===== src/rtl/joy_db15_pkg.sv =====
// rtl/joy_db15_pkg.sv - shared constants and helpers for the DB15 joystick responder
package joy_db15_pkg;

  localparam int NBITS_DEF    = 12;
  localparam int NPLAYERS_DEF = 2;

  // Button positions within one player's serial word (same mapping as the reader)
  localparam int JB_RIGHT = 0;
  localparam int JB_LEFT  = 1;
  localparam int JB_DOWN  = 2;
  localparam int JB_UP    = 3;
  localparam int JB_B1    = 4;
  localparam int JB_B2    = 5;
  localparam int JB_B3    = 6;
  localparam int JB_START = 7;
  localparam int JB_COIN  = 8;

  function automatic int frame_len(input int nbits, input int nplayers);
    return nbits * nplayers;
  endfunction

endpackage


===== src/rtl/sync_edge.sv =====
// rtl/sync_edge.sv - multi-flop synchroniser with rising/falling edge pulses, presets to 1
module sync_edge #(
  parameter int STAGES = 2
) (
  input  logic clk,
  input  logic reset,
  input  logic d,
  output logic q,
  output logic rise,
  output logic fall
);

  logic [STAGES-1:0] chain;
  logic              prev;

  // Lines idle high, so every flop comes out of reset at 1 to avoid a phantom edge
  always_ff @(posedge clk or posedge reset) begin
    if (reset) begin
      chain <= '1;
      prev  <= 1'b1;
    end else begin
      chain <= {chain[STAGES-2:0], d};
      prev  <= chain[STAGES-1];
    end
  end

  assign q    = chain[STAGES-1];
  assign rise = q & ~prev;
  assign fall = ~q & prev;

endmodule


===== src/rtl/joy_db15_responder.sv =====
// rtl/joy_db15_responder.sv - emulates the 74HC165 chain of a serial DB15 joystick adapter
module joy_db15_responder
  import joy_db15_pkg::*;
#(
  parameter int NBITS       = NBITS_DEF,
  parameter int NPLAYERS    = NPLAYERS_DEF,
  parameter int SYNC_STAGES = 2,
  localparam int TOTAL      = frame_len(NBITS, NPLAYERS),
  localparam int CW         = $clog2(TOTAL + 1)
) (
  input  logic             clk,
  input  logic             reset,
  input  logic             joy_clk,
  input  logic             joy_load,
  output logic             joy_data,
  input  logic [NBITS-1:0] joystick1,
  input  logic [NBITS-1:0] joystick2,
  output logic             frame_done,
  output logic             overrun,
  output logic [CW-1:0]    bit_count
);

  logic clk_s, clk_rise, clk_fall;
  logic load_s, load_rise, load_fall;

  sync_edge #(.STAGES(SYNC_STAGES)) u_sync_clk (
    .clk   (clk),
    .reset (reset),
    .d     (joy_clk),
    .q     (clk_s),
    .rise  (clk_rise),
    .fall  (clk_fall)
  );

  sync_edge #(.STAGES(SYNC_STAGES)) u_sync_load (
    .clk   (clk),
    .reset (reset),
    .d     (joy_load),
    .q     (load_s),
    .rise  (load_rise),
    .fall  (load_fall)
  );

  logic unused_edges;
  assign unused_edges = &{1'b0, clk_s, clk_fall, load_rise, load_fall};

  logic [TOTAL-1:0] load_vec;
  logic [TOTAL-1:0] sreg;

  generate
    if (NPLAYERS >= 2) begin : g_two
      assign load_vec = TOTAL'({joystick2, joystick1});
    end else begin : g_one
      logic unused_j2;
      assign unused_j2 = &{1'b0, joystick2};
      assign load_vec  = TOTAL'(joystick1);
    end
  endgenerate

  always_ff @(posedge clk or posedge reset) begin
    if (reset) begin
      sreg       <= '0;
      bit_count  <= '0;
      overrun    <= 1'b0;
      frame_done <= 1'b0;
      joy_data   <= 1'b1;
    end else begin
      frame_done <= 1'b0;
      joy_data   <= ~sreg[0];
      if (!load_s) begin
        // Transparent parallel load; any coincident clock edge is dropped
        sreg      <= load_vec;
        bit_count <= '0;
        overrun   <= 1'b0;
      end else if (clk_rise) begin
        // Zero shifted in reads as released (1) on the inverted wire
        sreg <= {1'b0, sreg[TOTAL-1:1]};
        if (bit_count < CW'(TOTAL)) begin
          bit_count <= bit_count + 1'b1;
        end else begin
          overrun <= 1'b1;
        end
        if (bit_count == CW'(TOTAL - 1)) begin
          frame_done <= 1'b1;
        end
      end
    end
  end

endmodule


===== config.mk =====
export PLATFORM = sky130hd
export DESIGN_NAME = joy_db15_responder
export DESIGN_NICKNAME = d
export VERILOG_FILES = /design/src/rtl/joy_db15_pkg.sv /design/src/rtl/sync_edge.sv /design/src/rtl/joy_db15_responder.sv
export SDC_FILE = /design/constraint.sdc
export NUM_CORES = 1
export LEC_CHECK = 0
export CAP_MARGIN = 15
export CORE_MARGIN = 1
export CORE_UTILIZATION = 54
export CTS_BUF_LIST = sky130_fd_sc_hd__clkbuf_16
export DETAILED_ROUTE_END_ITERATION = 6
export GPL_TIMING_DRIVEN = 0
export PLACE_DENSITY = 0.95
export SKIP_CTS_REPAIR_TIMING = 1
export SYNTH_ARGS = -nofsm -noshare
export SYNTH_HDL_FRONTEND = slang
export SYNTH_HIERARCHICAL = 1
export SYNTH_SLANG_ARGS = --single-unit

===== constraint.sdc =====
create_clock -name clk -period 2.24 [get_ports clk]
set_input_delay 0.448 -clock clk [delete_from_list [all_inputs] [get_ports clk]]
set_output_delay 0.448 -clock clk [all_outputs]
set_load 0.01 [all_outputs]

# Word level (Yosys, flattened, before mapping)
# Index checks and enable logic that the tools add are counted.
dict set report word_totals {
  wordCells 30
  in_bits 28
  ff_bits 37
}
dict set report classes {
  n_eq_ne 4
  magnitude_cmp 1
  muxes 11
  n_bitwise 3
  add_sub_neg 1
  n_reduce_logical 2
}
# cell n
set ops {}
lappend ops {{$mux W24} 2}
lappend ops {{$mux W5} 3}
lappend ops {{$mux W1} 6}
lappend ops {{$ne A2 B2 Y1 const B} 3}
lappend ops {{$add A5 B1 Y5 const B} 1}
lappend ops {{$eq A5 B5 Y1 const B} 1}
lappend ops {{$lt A5 B5 Y1 const B} 1}
lappend ops {{$reduce_and A2 Y1} 2}
lappend ops {{$not A1 Y1} 2}
lappend ops {{$and A1 B1 Y1} 1}

# Depth between registers and ports, before layout
dict set report logic_depth {
  depth_word 4
  depth_mapped 5
}

# Cells and area by module
# The synthesis kept the hierarchy.
# module cells_each n_inst seq_area_each_um2 area_each_um2
set by_module_without_submodules {}
lappend by_module_without_submodules {joy_db15_responder 138 1 802.0 1483.9}
lappend by_module_without_submodules {sync_edge 6 2 78.8 97.6}

# Worst setup path before layout
# OpenSTA, ideal clock, no wires.
dict set report synth_timing {
  kind {register to register}
  start {register u_sync_clk.chain[1]}
  end {register sreg[0]}
  setup_time_ps 126
  path_slack_ps 885
  synth_period_minus_slack_ps 1355
  path_stages_with_launch 6
  arrival_ps 1229
  required_ps 2114
  cell_sequence {dfstp_2 nor2b_1 buf_6 buf_12 mux2i_1 a21oi_1}
}
dict set report synth_between {
  elab_chain_len 2
}
# element line
set synth_lines {}
lappend synth_lines {{from (decl)} sync_edge.sv:13} ;# logic [STAGES-1:0] chain;
lappend synth_lines {{from (signal assigned)} sync_edge.sv:22} ;# chain <= {chain[STAGES-2:0], d};
lappend synth_lines {{$and A1 B1 Y1} sync_edge.sv:28} ;# assign rise = q & ~prev;
lappend synth_lines {{via clk_rise} joy_db15_responder.sv:23} ;# logic clk_s, clk_rise, clk_fall;
lappend synth_lines {{$ne A2 B2 Y1 (no line)} -}
lappend synth_lines {{to (signal assigned)} joy_db15_responder.sv:72} ;# sreg <= load_vec;
lappend synth_lines {{to (signal assigned)} joy_db15_responder.sv:77} ;# sreg <= {1'b0, sreg[TOTAL-1:1]};
lappend synth_lines {{to (decl)} joy_db15_responder.sv:48} ;# logic [TOTAL-1:0] sreg;
# The timed path passes the listed nets, and every way through them passes these cells.
# A chain may end at the register's enable or synchronous reset.

# Worst setup path in the final report
dict set report layout_timing {
  start {register bit_count[3]}
  end {output bit_count[3]}
}
# element line
set layout_lines {}
lappend layout_lines {{from (decl)} joy_db15_responder.sv:20} ;# output logic [CW-1:0] bit_count
lappend layout_lines {{from (signal assigned)} joy_db15_responder.sv:79} ;# bit_count <= bit_count + 1'b1;
# No word-level cell between the ends.

==> qor.txt <==
Status: finished, violations left
Failing checks: design-rule violations
Initial DRC count: 75
Clock slew at reported path FFs: 0.05 ns
Pre-antenna DRT Iters: 6
Filler cells: 178
Worst IR Drop VDD: 0.0005892 V
Total power: 1.612 mW
Num rows: 19
Tot GR Track Use: 22.01%
Layout cells sized above 1: 12.11%
Syn Area/Cell: 11.16 um^2
H-tree levels: 2
Die H: 56.93 um
Vias in the first global route: 1,199
Area growth from synthesis to layout: 33.33%
Worst slew margin: 52.44%
Post-synth net total: 175
CP startpoint kind: flop
DP HPWL: 2203 um
CTS Buf Count: 5
Final Cycle Share: 79.48%
Crit path kind: reg -> out
Wirelength per Cell: 14.06 um
Die area: 3240 um^2
Routability cong.: 0.7657
Worst-path fanout max: 7
CTS tree: built
ANT cells: 0
IO Port Bufs: 35
CP Capture Type: primary output
Crit path time final: 1.780 ns
Hold WC Path Type: reg -> reg
Multi-input gate area: 588.1 um^2
Setup TNS Final: 0 ns
Max Freq: 561.7 MHz
Final hold viol count: 0
Fin util: 77.43%
Top delay family on crit path: buffers and inverters
Largest net degree at the start of global routing: 33
Worst-case clock skew: 0.002804 ns
Clk_lat worst skew: 0.28 ns
Final Max Slew Viols: 0
Leak Pwr: 0.9324 nW
Max clock buf depth: 2
Core box area: 2805 um^2
DRC: 7
Reg area: 933.4 um^2
Clock Sinks: 37
DR vias/cell: 5.376
Power per Cell Area: 742.3 nW/um^2
Final setup fails: 0
GRT Residual Overflow: 0
Clk Tree Root Cell: clkbuf_16
Nets: 218
CP cell instances: clkdlybuf4s50_1
RSZ-0062 raised after global routing: no
Worst Path Arrival: 1.33 ns
Initial antenna violation count: 0
CP max-delay cell: clkdlybuf4s50_1
Worst EP required: 1.79 ns
Via Count: 1,188
Routed Antenna Nets: 0
Final wirelength: 3107 um
First-pass GRT wire length: 5244 um
Cell count after synthesis: 146
Initial core utilization: 58.07%
Max-cap viol count: 0
Mapped Area: 1629 um^2
I/O pins: 36
CP peak stage delay: 0.58 ns
Worst path bufs/invs: 1
Die width: 56.93 um
Yosys warning count: 6
Worst Tran Pin Value: 0.7126 ns
[cell type report]
| type | instances | share of cell area, % |
|---|---|---|
| Buffer | 9 | 3.917 |
| Clock buffer | 5 | 5.760 |
| Clock inverter | 3 | 0.6336 |
| Inverter | 6 | 1.037 |
| Multi-Input combinational cell | 94 | 27.07 |
| Sequential cell | 37 | 42.97 |
| Tap cell | 31 | 1.786 |
| Timing Repair Buffer | 36 | 16.82 |
[power by group]
group / switching, mW / leakage, nW / internal (mW) / total [mW]
Sequential: 0.0302 / 0.429 / 0.728 / 0.758
Clock: 0.249 / 0.0748 / 0.403 / 0.652
Combinational: 0.0885 / 0.429 / 0.114 / 0.203
Total: 0.367 / 0.932 / 1.24 / 1.61
[worst paths after layout]
| kind | from | endpoint | slack [ns] | cells past startpoint |
|---|---|---|---|---|
| setup / recovery | bit_count[3] | bit_count[3] | 0.46 | 1 |
| hold / removal | u_sync_clk/chain[0] | u_sync_clk/chain[1] | 0.36 | 0 |
| setup reg to reg | u_sync_clk/chain[1] | sreg[22] | 0.75 | 5 |
| hold reg to reg | u_sync_clk/chain[0] | u_sync_clk/chain[1] | 0.36 | 0 |
| max in group asynchronous | reset | overrun | 1.04 | 3 |
| min in group asynchronous | reset | u_sync_load/chain[1] | 0.56 | 2 |
[per-stage QoR]
stage | instances | worst slack (ns) | hold WS [ns] | instance area (um^2)
after floorplan | 146 | 0.8940 | 0.3452 | 1629
after global placement | 212 | 0.3613 | 0.3458 | 2018
after detailed placement | 212 | 0.3029 | 0.3488 | 2018
after CTS | 220 | 0.4644 | 0.3560 | 2157
after global routing | 221 | 0.4132 | 0.3614 | 2172
final | 221 | 0.4597 | 0.3553 | 2172
[routing by layer]
layer / track usage (%) / up-vias / part of all wire, %
li1: - / 579 / -
met4: 13.59 / 0 / 2.4
met1: 27.06 / 560 / 43
met5: 0 / - / 0
met3: 5.069 / 8 / 5.9
met2: 35.29 / 41 / 48
[cell usage in the layout, fill, tap and decap left out]
master	count
clkdlybuf4s50_1	35
dfrtp_1	31
mux2i_1	24
nor2_1	24
a21oi_1	24
inv_1	7
dfstp_2	6
clkbuf_16	5
nand2_1	4
buf_2	3
o21ai_0	3
nor2b_1	3
buf_4	2
buf_12	2
nand4_1	2
nand3_1	2
clkinv_2	2
buf_6	1
o22ai_1	1
clkbuf_1	1
nand2b_1	1
a21boi_2	1
xor2_1	1
and2_1	1
a41oi_1	1
a31oi_1	1
ha_1	1
buf_8	1
[state kept, by name (all words and copies together), names as in the netlist]
| signal | count |
|---|---|
| sreg | 24 |
| bit_count | 5 |
| u_sync_clk/chain | 2 |
| u_sync_load/chain | 2 |
| frame_done | 1 |
| joy_data | 1 |
| overrun | 1 |
| u_sync_clk/prev | 1 |
Power figures use the tool's default switching activity.
